--- src/rtl/teclado_pkg.sv ---
// Shared key-code constants, controller state enum and key classification helper
// for the keypad entry controller.
package teclado_pkg;

  localparam logic [3:0] TECLA_APAGA   = 4'hA;
  localparam logic [3:0] TECLA_ENTER   = 4'hE;
  localparam logic [3:0] TECLA_LIMPA   = 4'hF;
  localparam logic [3:0] TECLA_NENHUMA = 4'hF;

  typedef enum logic [1:0] {
    OCIOSO       = 2'd0,
    ENTRADA      = 2'd1,
    ESPERA_SAIDA = 2'd2
  } estado_t;

  function automatic logic eh_digito(input logic [3:0] v);
    return (v <= 4'd9);
  endfunction

endpackage

--- src/rtl/detector_borda.sv ---
// Rising-edge detector on the decoder's tecla_valid: one-cycle event pulse plus
// the key code sampled in that same cycle (TECLA_NENHUMA when no event).
module detector_borda
  import teclado_pkg::*;
(
  input  logic       clk,
  input  logic       rst,
  input  logic       tecla_valid,
  input  logic [3:0] tecla_value,
  output logic       evento,
  output logic [3:0] valor
);

  logic valid_q;
  logic valid_d;

  always_comb begin
    valid_d = tecla_valid;
  end

  always_ff @(posedge clk or negedge rst) begin
    if (!rst) begin
      valid_q <= 1'b0;
    end else begin
      valid_q <= valid_d;
    end
  end

  // A held key stays high, so only the first cycle differs from the registered copy.
  assign evento = tecla_valid & ~valid_q;
  assign valor  = evento ? tecla_value : TECLA_NENHUMA;

endmodule

--- src/rtl/controlador_entrada_teclado.sv ---
// Assembles keypad events into a multi-digit BCD code and hands it off over valid/ready.
// Build option: define CONTROLADOR_TIMEOUT_EN to discard an idle partial entry after TIMEOUT_CYC cycles.
module controlador_entrada_teclado
  import teclado_pkg::*;
#(
  parameter int N_DIGITS    = 4,
  parameter int TIMEOUT_CYC = 50_000_000
) (
  input  logic                          clk,
  input  logic                          rst,
  input  logic [3:0]                    tecla_value,
  input  logic                          tecla_valid,
  output logic [4*N_DIGITS-1:0]         codigo,
  output logic [$clog2(N_DIGITS+1)-1:0] codigo_len,
  output logic                          codigo_valid,
  input  logic                          codigo_ready,
  output logic                          erro
);

  localparam int W     = 4 * N_DIGITS;
  localparam int LEN_W = $clog2(N_DIGITS + 1);
  localparam logic [LEN_W-1:0] LEN_MAX = LEN_W'(N_DIGITS);

  logic            evento;
  logic [3:0]      valor;
  estado_t         estado_q, estado_d;
  logic [W-1:0]    codigo_q, codigo_d;
  logic [LEN_W-1:0] len_q, len_d;
  logic            erro_q, erro_d;
  logic            tmo_expira;
  logic [W+3:0]    desloc;

  detector_borda u_detector_borda (
    .clk         (clk),
    .rst         (rst),
    .tecla_valid (tecla_valid),
    .tecla_value (tecla_value),
    .evento      (evento),
    .valor       (valor)
  );

`ifdef CONTROLADOR_TIMEOUT_EN
  localparam int CNT_W = (TIMEOUT_CYC > 1) ? $clog2(TIMEOUT_CYC) : 1;
  localparam logic [CNT_W-1:0] CNT_MAX = CNT_W'(TIMEOUT_CYC - 1);

  logic [CNT_W-1:0] cnt_q, cnt_d;

  // Counter only advances while a partial entry sits idle; any key event restarts it.
  always_comb begin
    cnt_d      = '0;
    tmo_expira = 1'b0;
    if (estado_q == ENTRADA && !evento) begin
      if (cnt_q == CNT_MAX) begin
        tmo_expira = 1'b1;
      end else begin
        cnt_d = cnt_q + 1'b1;
      end
    end
  end

  always_ff @(posedge clk or negedge rst) begin
    if (!rst) begin
      cnt_q <= '0;
    end else begin
      cnt_q <= cnt_d;
    end
  end
`else
  assign tmo_expira = 1'b0;
`endif

  // Newest digit enters at the bottom; the oldest falls off the top when truncated.
  assign desloc = {codigo_q, valor};

  always_comb begin
    estado_d = estado_q;
    codigo_d = codigo_q;
    len_d    = len_q;
    erro_d   = 1'b0;
    case (estado_q)
      OCIOSO, ENTRADA: begin
        if (evento) begin
          if (eh_digito(valor)) begin
            if (len_q == LEN_MAX) begin
              erro_d = 1'b1;
            end else begin
              codigo_d = desloc[W-1:0];
              len_d    = len_q + 1'b1;
              estado_d = ENTRADA;
            end
          end else if (valor == TECLA_APAGA) begin
            if (len_q == '0) begin
              erro_d = 1'b1;
            end else begin
              codigo_d = codigo_q >> 4;
              len_d    = len_q - 1'b1;
              if (len_q == LEN_W'(1)) begin
                estado_d = OCIOSO;
              end
            end
          end else if (valor == TECLA_LIMPA) begin
            codigo_d = '0;
            len_d    = '0;
            estado_d = OCIOSO;
          end else if (valor == TECLA_ENTER) begin
            if (len_q != '0) begin
              estado_d = ESPERA_SAIDA;
            end
          end
        end else if (tmo_expira) begin
          codigo_d = '0;
          len_d    = '0;
          estado_d = OCIOSO;
          erro_d   = 1'b1;
        end
      end
      ESPERA_SAIDA: begin
        // Key events are ignored here, so an edge coinciding with the transfer is dropped.
        if (codigo_ready) begin
          codigo_d = '0;
          len_d    = '0;
          estado_d = OCIOSO;
        end
      end
      default: begin
        codigo_d = '0;
        len_d    = '0;
        estado_d = OCIOSO;
      end
    endcase
  end

  always_ff @(posedge clk or negedge rst) begin
    if (!rst) begin
      estado_q <= OCIOSO;
      codigo_q <= '0;
      len_q    <= '0;
      erro_q   <= 1'b0;
    end else begin
      estado_q <= estado_d;
      codigo_q <= codigo_d;
      len_q    <= len_d;
      erro_q   <= erro_d;
    end
  end

  assign codigo       = codigo_q;
  assign codigo_len   = len_q;
  assign codigo_valid = (estado_q == ESPERA_SAIDA);
  assign erro         = erro_q;

endmodule

--- config.mk ---
export PLATFORM = sky130hd
export DESIGN_NAME = controlador_entrada_teclado
export DESIGN_NICKNAME = d
export VERILOG_FILES = /design/src/rtl/teclado_pkg.sv /design/src/rtl/detector_borda.sv /design/src/rtl/controlador_entrada_teclado.sv
export SDC_FILE = /design/constraint.sdc
export NUM_CORES = 1
export LEC_CHECK = 0
export CAP_MARGIN = 40
export CORE_MARGIN = 4
export CORE_UTILIZATION = 25
export DETAILED_ROUTE_END_ITERATION = 12
export GPL_ROUTABILITY_DRIVEN = 1
export SETUP_SLACK_MARGIN = 0.4
export SKIP_LAST_GASP = 1
export SLEW_MARGIN = 20
export SYNTH_ARGS = -nofsm -noshare
export SYNTH_HDL_FRONTEND = slang
export SYNTH_HIERARCHICAL = 1
export SYNTH_SLANG_ARGS = --single-unit
export TNS_END_PERCENT = 5
--- constraint.sdc ---
create_clock -name clk -period 3.45 [get_ports clk]
set_input_delay 0.69 -clock clk [delete_from_list [all_inputs] [get_ports clk]]
set_output_delay 0.69 -clock clk [all_outputs]
set_load 0.05 [all_outputs]
### Yosys cells after proc, flatten, opt, wreduce, memory -nomap -nowiden

Index checks and enable logic that the tools add are counted.

* add/subtract/negate cells: 2
* order comparisons: 1
* equality and inequality tests: 15
* multiplexer cells: 34
* bitwise operators: 2
* reduce and logical (&&, ||, !) cells: 6

Operators with widths (count)
* 2-to-1 mux 16 bit: 7
* one-hot mux 16 bit (2 select lines): 1
* 2-to-1 mux 3 bit: 7
* 2-to-1 mux 2 bit: 10
* equality test 4 bit (second input constant): 3
* inequality test 4 bit (second input constant): 3
* inequality test 5 bit (second input constant): 2
* AND reduction 7 bit: 1
* 2-to-1 mux 1 bit: 6
* one-hot mux 3 bit (2 select lines): 1
* AND reduction 5 bit: 1
* less-or-equal comparator 4 bit (second input constant): 1
* 2-to-1 mux 4 bit: 1
* inequality test 2 x 1 -> 1 bit (second input constant): 2
* one-hot mux 2 bit (2 select lines): 1
* adder 3 x 1 -> 3 bit (second input constant): 1
* equality test 3 x 1 -> 1 bit (second input constant): 1
* equality test 3 bit (second input constant): 1
* zero test 3 bit: 1
* inequality test 3 bit (second input constant): 1
* nonzero test 3 bit: 1
* subtractor 3 x 1 -> 3 bit (second input constant): 1
* equality test 2 x 1 -> 1 bit (second input constant): 1
* equality test 2 bit (second input constant): 1
* other kinds (4): 4

* flip-flop bits (word level): 23
* input port bits: 8
* output and inout port bits: 21
* word-level logic and storage cells: 65

### Logic depth before layout (Yosys ltp)

Gate-level depths: netlist (run 1).

* word-level depth: 10
* gate-level depth with buffers: 8
* mapped depth without buffers: 6

### Hierarchy

The synthesis (run 1) kept the hierarchy.

By module, submodules not included
* controlador_entrada_teclado: times used 1, cells an instance 122, area an instance 1305.0 µm², seq. area each 550.5 µm²
* detector_borda: times used 1, cells an instance 6, area an instance 66.3 µm², seq. area each 25.0 µm²

### Worst setup path after synthesis (run 1)

No wires, ideal clock.

* path kind: input to register
* start: input port tecla_value[3]
* end: register codigo_q[3], in the netlist codigo[3]
* setup time: 125 ps
* arrival: 2670 ps
* required time: 3325 ps
* setup slack: 655 ps
* stages on the path: 7
* path buffers: 2
* path through: or3b_1 buf_2 and3b_1 a211o_1 o31ai_4 buf_8 mux2_4

* cells in the longest elaborated chain, start to end: 6
* elaborated cells between the ends (all ways): 13

RTL lines
* start, declared: line controlador_entrada_teclado.sv:11 `input logic [3:0] tecla_value,`
* 2-to-1 mux 4 bit (*): line detector_borda.sv:31 `assign valor = evento ? tecla_value : TECLA_NENHUMA;`
* branches (longest 5 deep; another with less-or-equal comparator 4 bit)
* end signal, assigned: line controlador_entrada_teclado.sv:141 `codigo_q <= codigo_d;`
* end, declared: line controlador_entrada_teclado.sv:27 `logic [W-1:0] codigo_q, codigo_d;`

Mark *: on every way between the ends. The select of a mux whose other input is x is not followed.
A chain may end at the register's enable or synchronous reset.

### Final worst setup path (run 1)

* start: input port tecla_valid
* end: register codigo_q[4], in the netlist codigo[4]

* cells in the longest elaborated chain, start to end: 7
* elaborated cells between the ends (all ways): 14

RTL lines
* start, declared: line controlador_entrada_teclado.sv:12 `input logic tecla_valid,`
* AND 1 bit (*): line detector_borda.sv:30 `assign evento = tecla_valid & ~valid_q;`
* 2-to-1 mux 4 bit (*): line detector_borda.sv:31
* net valor[2]: line controlador_entrada_teclado.sv:25 `logic [3:0] valor;`
* branches (longest 5 deep; another with less-or-equal comparator 4 bit)

Mark *: on every way through the listed nets, which the timed path passes. The select of a mux whose other input is x is not followed.

==> reports/metrics.csv, run 1 <==
stage,metric,value,unit
floorplanning,Die H,82.1,µm
grt,number of antenna violations at the first check in global routing,0,
drt,routed vias/inst,4.64,
run,Max Cap Viol,0,
drt,routed wire length per instance,13.8,µm
worst_setup_path,worst path cell trace,clkdlybuf4s50_1 > or3b_1 > nor4bb_1 > a211o_1 > o31ai_4 > buf_12 > mux2_4,
min_path,worst min-delay path class,flip-flop to flip-flop,
power_and_ir_drop,Max VDD drop,0.000188,V
grt,vias in the first global route,1089,
synthesis,Synth Area per Inst,10.7,µm²
grt,GRT Residual Overflow,0,
worst_setup_path,Worst path max stage delay,550,ps
worst_setup_path,reg2reg start,u_detector_borda/valid_q,
timing,number of setup violations in the final report,0,
worst_setup_path,worst r2r path cells,6,
worst_setup_path,RR Endpoint,codigo[4],
cells_and_area,Diodes inserted,0,
timing,Slew headroom,0.587,
timing,final hold viol count,0,
cts,Post-CTS Setup Inserts,0,
worst_setup_path,Critical Path AT,3000,ps
drt,final wirelength,3.14,mm
cts,"Clk Latency, worst-skew pair",270,ps
power_and_ir_drop,Pwr per Cell Area,354,nW/µm²
timing,Tmin final,2840,ps
timing,Fmax achieved,352,MHz
worst_setup_path,CP Data Required Time,3610,ps
grt,largest net degree at the start of global routing,24,
cells_and_area,Syn-to-layout area delta,31.1,%
placement,IO buf count,28,
timing,Setup Skew,1.69,ps
floorplanning,initial core utilization,0.263,
placement,DP HPWL,2.27,mm
drt,First-pass DRT Iterations,4,
drt,Routed Antenna Nets,0,
cts,CTS Root Cell,clkbuf_8,
cts,hold_buf cts,0,
worst_setup_path,crit end category,flip-flop,
synthesis,ys flop type,dfrtp_1,
placement,placer congestion estimate,0.775,
cts,# clock sinks,23,
synthesis,dominant cell type by area after synthesis,dfrtp_1,
cts,clock buffer depth,2,
worst_setup_path,CP Buf/Inv Count,2,
min_path,hold_sp,estado_q[0],
cts,TritonCTS clock tree,done,
drt,DR vias,1059,
timing,fin crit share,0.823,
min_path,Hold Path Sink,estado_q[1],
grt,Total GRT Usage,0.101,
synthesis,"count leader, synth",dfrtp_1,
cells_and_area,Fill cells,551,
floorplanning,die footprint,6730,µm²
cts,CTS resizes,0,
timing,fin. max-slew vios,0,
synthesis,Yosys reg bits,23,
synthesis,Unique masters post-synth,34,
synthesis,Commonest cells post-synth,"dfrtp_1, nand2_1, mux2_2",
power_and_ir_drop,P_leak,0.775,nW
synthesis,Post-Syn Area,1370,µm²
worst_setup_path,"delay-heaviest family, CP",simple AND/OR/NAND/NOR gates,
timing,RSZ-0062 raised after global routing,false,
cts,CTS Buf Count,3,
grt,first-pass GRT wire length,5.27,mm
worst_setup_path,flop2flop setup slack,1150,ps
synthesis,register area share after synthesis,0.420,
cts,clk slew on worst S/H paths,90,ps
cells_and_area,layout cells sized above 1,0.158,
floorplanning,IO Count,29,
worst_setup_path,Crit Path Category,input pin to flip-flop,
synthesis,synth top area cells,"dfrtp_1, mux2_2, a22o_1",
worst_setup_path,maximum fanout along the worst path,19,
synthesis,share of the synthesized area in the top cell type,0.420,
status,status,"complete, no violations",
min_path,hold depth,1,
synthesis,Synth warnings,6,
drt,Remaining DRCs,0,
timing,actual slew at the worst max-slew pin,612,ps
floorplanning,Site Rows,26,
cts,CTS H-tree depth,1,
worst_setup_path,crit path max-delay cell type,or3b_1,
synthesis,"EDFF count, synth",0,
timing,hold slack,518,ps
worst_setup_path,Critical Path Source Type,input pin,
synthesis,Mapped Nets,140,
drt,DR iter-0 viols,53,
synthesis,Synth Instances,128,
timing,sum of negative setup slack,0,ps
floorplanning,Core Area,5200,µm²
floorplanning,Die X,82.1,µm
cells_and_area,Final #Nets,171,
synthesis,asr flop ratio synth,1.00,
## power by group
| group | internal [mW] | leakage (nW) | total, mW | switching, mW |
|---|---|---|---|---|
| clock network | 0.0808 | 0.0255 | 0.176 | 0.0954 |
| registers | 0.282 | 0.316 | 0.296 | 0.0138 |
| logic | 0.0695 | 0.433 | 0.164 | 0.0947 |
## per-stage QoR
step / utilization / setup slack [ps] / power, mW / std cells / instance area, µm²
finish: 0.345 / 610 / 0.636 / 228 / 1800
global route: 0.345 / 509 / 0.671 / 228 / 1800
CTS: 0.345 / 618 / 0.645 / 228 / 1800
detailed placement: 0.337 / 316 / 0.467 / 224 / 1750
global placement: 0.337 / 374 / 0.467 / 224 / 1750
floorplan: - / 655 / 0.410 / 128 / 1370
## layout make-up
type / instances / area [µm²] / area share
clock buffers: 3 / 41.3 / 0.0230
well taps: 70 / 87.6 / 0.0487
flip-flops and latches: 23 / 576 / 0.320
multi-input cells: 89 / 721 / 0.401
repair buffers: 34 / 338 / 0.188
clock inverters: 1 / 5.00 / 0.00278
inverters: 8 / 30.0 / 0.0167
## registers in the layout, indices dropped and copies added (netlist names)
name,count
u_detector_borda/valid_q,1
estado_q,2
codigo,16
codigo_len,3
erro,1
## worst register-to-register path, delay by kind of cell, from the launching register on
kind                   cells  cell delay, ps
DFF                        1             410
muxes                      1             300
and+or+nand+nor            2             970
AOI/OAI and AO/OA          2             340
buffers and inverters      1             180
## cell usage in the layout, fill, tap and decap left out, types with 4 or more instances in the layout
master and instances:
inv_1 8, or3b_1 4, a21oi_1 4, nor2_1 6
mux2_2 10, mux2i_1 7, clkdlybuf4s50_1 28, buf_4 5
dfrtp_1 23, ha_1 4, a22o_1 9, nand2_1 11
## worst max-delay path by stage
stage	startpoint	end	slack, ps	cells after the start
3_3_place_gp	tecla_valid	estado_q[0]	370	6
5_1_grt	tecla_valid	codigo[4]	510	7
4_1_cts	tecla_valid	codigo[4]	620	7
6_report	tecla_valid	codigo[4]	610	7
3_5_place_dp	tecla_valid	codigo[3]	320	7
2_1_floorplan	tecla_value[3]	codigo[3]	660	7
## logic make-up after synthesis
family | count (synthesis) | share of synthesized area
AOI/OAI and AO/OA | 25 | 0.147
xor gates and xnor gates | 1 | 0.00639
adders and majority gates | 4 | 0.0365
buffers and inverters | 16 | 0.0547
DFF | 23 | 0.420
muxes | 20 | 0.166
and+or+nand+nor | 39 | 0.170
## per-layer routing
layer,global-route usage,vias up,share of wire
met5,0,-,0
met2,0.155,20,0.45
met4,0.0349,0,0.0080
met1,0.141,513,0.49
li1,-,522,-
met3,0.0219,4,0.046
No activity file was read; power rests on OpenSTA's default activity.
==> inputs of run 2 (changes only) <==
- clock period: 3.45 -> 2.3 ns (I/O delays scaled with it)
==> run 2 against run 1 <==
  * Via count increased by 7.5%
  * Cell count rose by 10%
  * First-iteration DRC count grew 70%
  * Combinational power grew 86%
  * The flow now finishes with violations (negative setup slack)
  * Worst setup slack lost 640 ps
  * Register-to-register slack worse by 1200 ps
  * Power up 58%
  * Clock power grew 44%
  * Sequential power grew 50%
  * Largest power group unchanged
  * Die area stayed put
  * Routed wire length increased by 5.6%
==> reports/metrics.csv, run 2 (synthesis results as in run 1) <==
stage,metric,value,unit
status,status,"complete, but fails checks",
status,failing checks,negative setup slack,
worst_setup_path,flop2flop setup slack,-20,ps
grt,largest net degree at the start of global routing,24,
floorplanning,IO Count,29,
placement,DP HPWL,2.36,mm
cts,TritonCTS clock tree,done,
power_and_ir_drop,Seq pwr share,0.444,
worst_setup_path,Crit path depth,8,
worst_setup_path,Worst Setup EP,codigo[5],
power_and_ir_drop,Pwr per Cell Area,491,nW/µm²
cts,clk slew on worst S/H paths,90,ps
grt,vias in the first global route,1201,
worst_setup_path,Worst path max stage delay,380,ps
drt,Remaining DRCs,0,
timing,number of setup violations in the final report,11,
power_and_ir_drop,P_leak,0.915,nW
cells_and_area,Diodes inserted,0,
floorplanning,die footprint,6730,µm²
drt,final wirelength,3.32,mm
worst_setup_path,Crit Path Category,input pin to flip-flop,
cells_and_area,fin util,0.393,
timing,RSZ-0062 raised after global routing,true,
worst_setup_path,crit path max-delay cell type,or3b_1,
power_and_ir_drop,Power Total,1.00,mW
timing,Setup Skew,3.22,ps
cts,"Clk Latency, worst-skew pair",260,ps
floorplanning,initial core utilization,0.263,
worst_setup_path,Critical Path Source Type,input pin,
grt,Total GRT Usage,0.108,
placement,IO buf count,28,
worst_setup_path,maximum fanout along the worst path,7,
power_and_ir_drop,Max VDD drop,0.000271,V
run,Max Cap Viol,0,
cts,CTS Buf Count,3,
drt,routed wire length per instance,13.2,µm
cells_and_area,"commonest non-fill, non-tap cell in the layout",buf_4,
cells_and_area,Finished Layout Cells,251,
min_path,worst min-delay path class,flip-flop to flip-flop,
floorplanning,Die H,82.1,µm
power_and_ir_drop,Logic pwr share,0.303,
cts,clock buffer depth,2,
cts,CTS H-tree depth,1,
worst_setup_path,"delay-heaviest family, CP",compound AO/OA/AOI/OAI gates,
worst_setup_path,worst r2r path cells,7,
floorplanning,Die X,82.1,µm
placement,placer congestion estimate,0.802,
worst_setup_path,CP Buf/Inv Count,3,
cells_and_area,Fill cells,523,
worst_setup_path,CP Data Required Time,2450,ps
placement,placed cell count,239,
drt,Routed Antenna Nets,0,
timing,actual slew at the worst max-slew pin,504,ps
worst_setup_path,crit end category,flip-flop,
cells_and_area,Syn-to-layout area delta,49.1,%
worst_setup_path,Critical Path AT,2480,ps
timing,fin. max-slew vios,0,
cells_and_area,layout cells sized above 1,0.298,
worst_setup_path,worst path cell trace,dlygate4sd2_1 > or3b_1 > and3b_1 > a211o_1 > o31ai_4 > buf_12 > buf_8 > mux2_4,
cells_and_area,Final #Nets,194,
timing,final hold viol count,0,
power_and_ir_drop,P_sw,0.311,mW
timing,Fmax achieved,430,MHz
cells_and_area,most frequent cells in the layout,"buf_4, clkdlybuf4s50_1, dfrtp_1, nand2_1",
worst_setup_path,Worst Setup SP,tecla_value[1],
timing,Slew headroom,0.663,
drt,DR iter-0 viols,90,
worst_setup_path,reg2reg start,u_detector_borda/valid_q,
timing,Tmin final,2330,ps
timing,worst setup margin,-27.9,ps
power_and_ir_drop,clock network fraction of total power,0.253,
timing,fin crit share,1.01,
cts,CTS Root Cell,clkbuf_8,
drt,routed vias/inst,4.53,
drt,First-pass DRT Iterations,4,
drt,DR vias,1138,
grt,first-pass GRT wire length,5.64,mm
floorplanning,Core Area,5200,µm²
grt,number of antenna violations at the first check in global routing,0,
worst_setup_path,RR Endpoint,codigo[5],
grt,GRT Residual Overflow,0,
cts,hold_buf cts,0,
cells_and_area,max reg flops,16,
power_and_ir_drop,sw frac,0.310,
power_and_ir_drop,Internal,0.693,mW
cts,# clock sinks,23,
floorplanning,Site Rows,26,
run 2: timing repair:
item,4_1_cts,5_1_grt
setup endpoints to repair,41,42
pin swaps,6,5
buffers inserted,7,1
resized for setup,16,4
run 2: worst min-delay path by stage:
stage,start,endpoint,depth (start not counted)
6_report,estado_q[0],estado_q[1],1
3_5_place_dp,estado_q[0],estado_q[1],1
4_1_cts,estado_q[0],estado_q[1],1
3_3_place_gp,estado_q[0],estado_q[1],1
5_1_grt,estado_q[0],estado_q[1],1
2_1_floorplan,rst,codigo[0],0
run 2: through the flow:
step | TNS, ps | area, µm² | setup WS, ps | hold slack, ps
floorplan | -2240 | 1370 | -240 | 164
global placement | -8810 | 1880 | -495 | 494
detailed placement | -9350 | 1880 | -523 | 499
CTS | -723 | 2020 | -64.1 | 512
global route | -1450 | 2040 | -99.4 | 547
finish | -241 | 2040 | -27.9 | 506
run 2: routing by layer:
layer / part of all wire / global-route usage / vias to the layer above
met5: 0 / 0 / -
met2: 0.46 / 0.167 / 16
met3: 0.039 / 0.0252 / 2
met1: 0.50 / 0.151 / 556
li1: - / - / 564
met4: 0.0045 / 0.0249 / 0
run 2: power groups by stage:
stage	Combinational, mW	Sequential, mW	Clock, mW
floorplan	0.117	0.499	0
global route	0.326	0.449	0.292
finish	0.305	0.445	0.254
global placement	0.269	0.453	0
CTS	0.301	0.446	0.269
detailed placement	0.268	0.454	0
run 2: layout make-up:
class	count	area (µm²)	share of cell area
clock buffer	3	41.3	0.0202
clock inverter	1	5.00	0.00245
inverter	8	30.0	0.0147
multi-input combinational	89	766	0.375
sequential	23	578	0.283
tap	70	87.6	0.0428
timing repair buffer	57	537	0.263
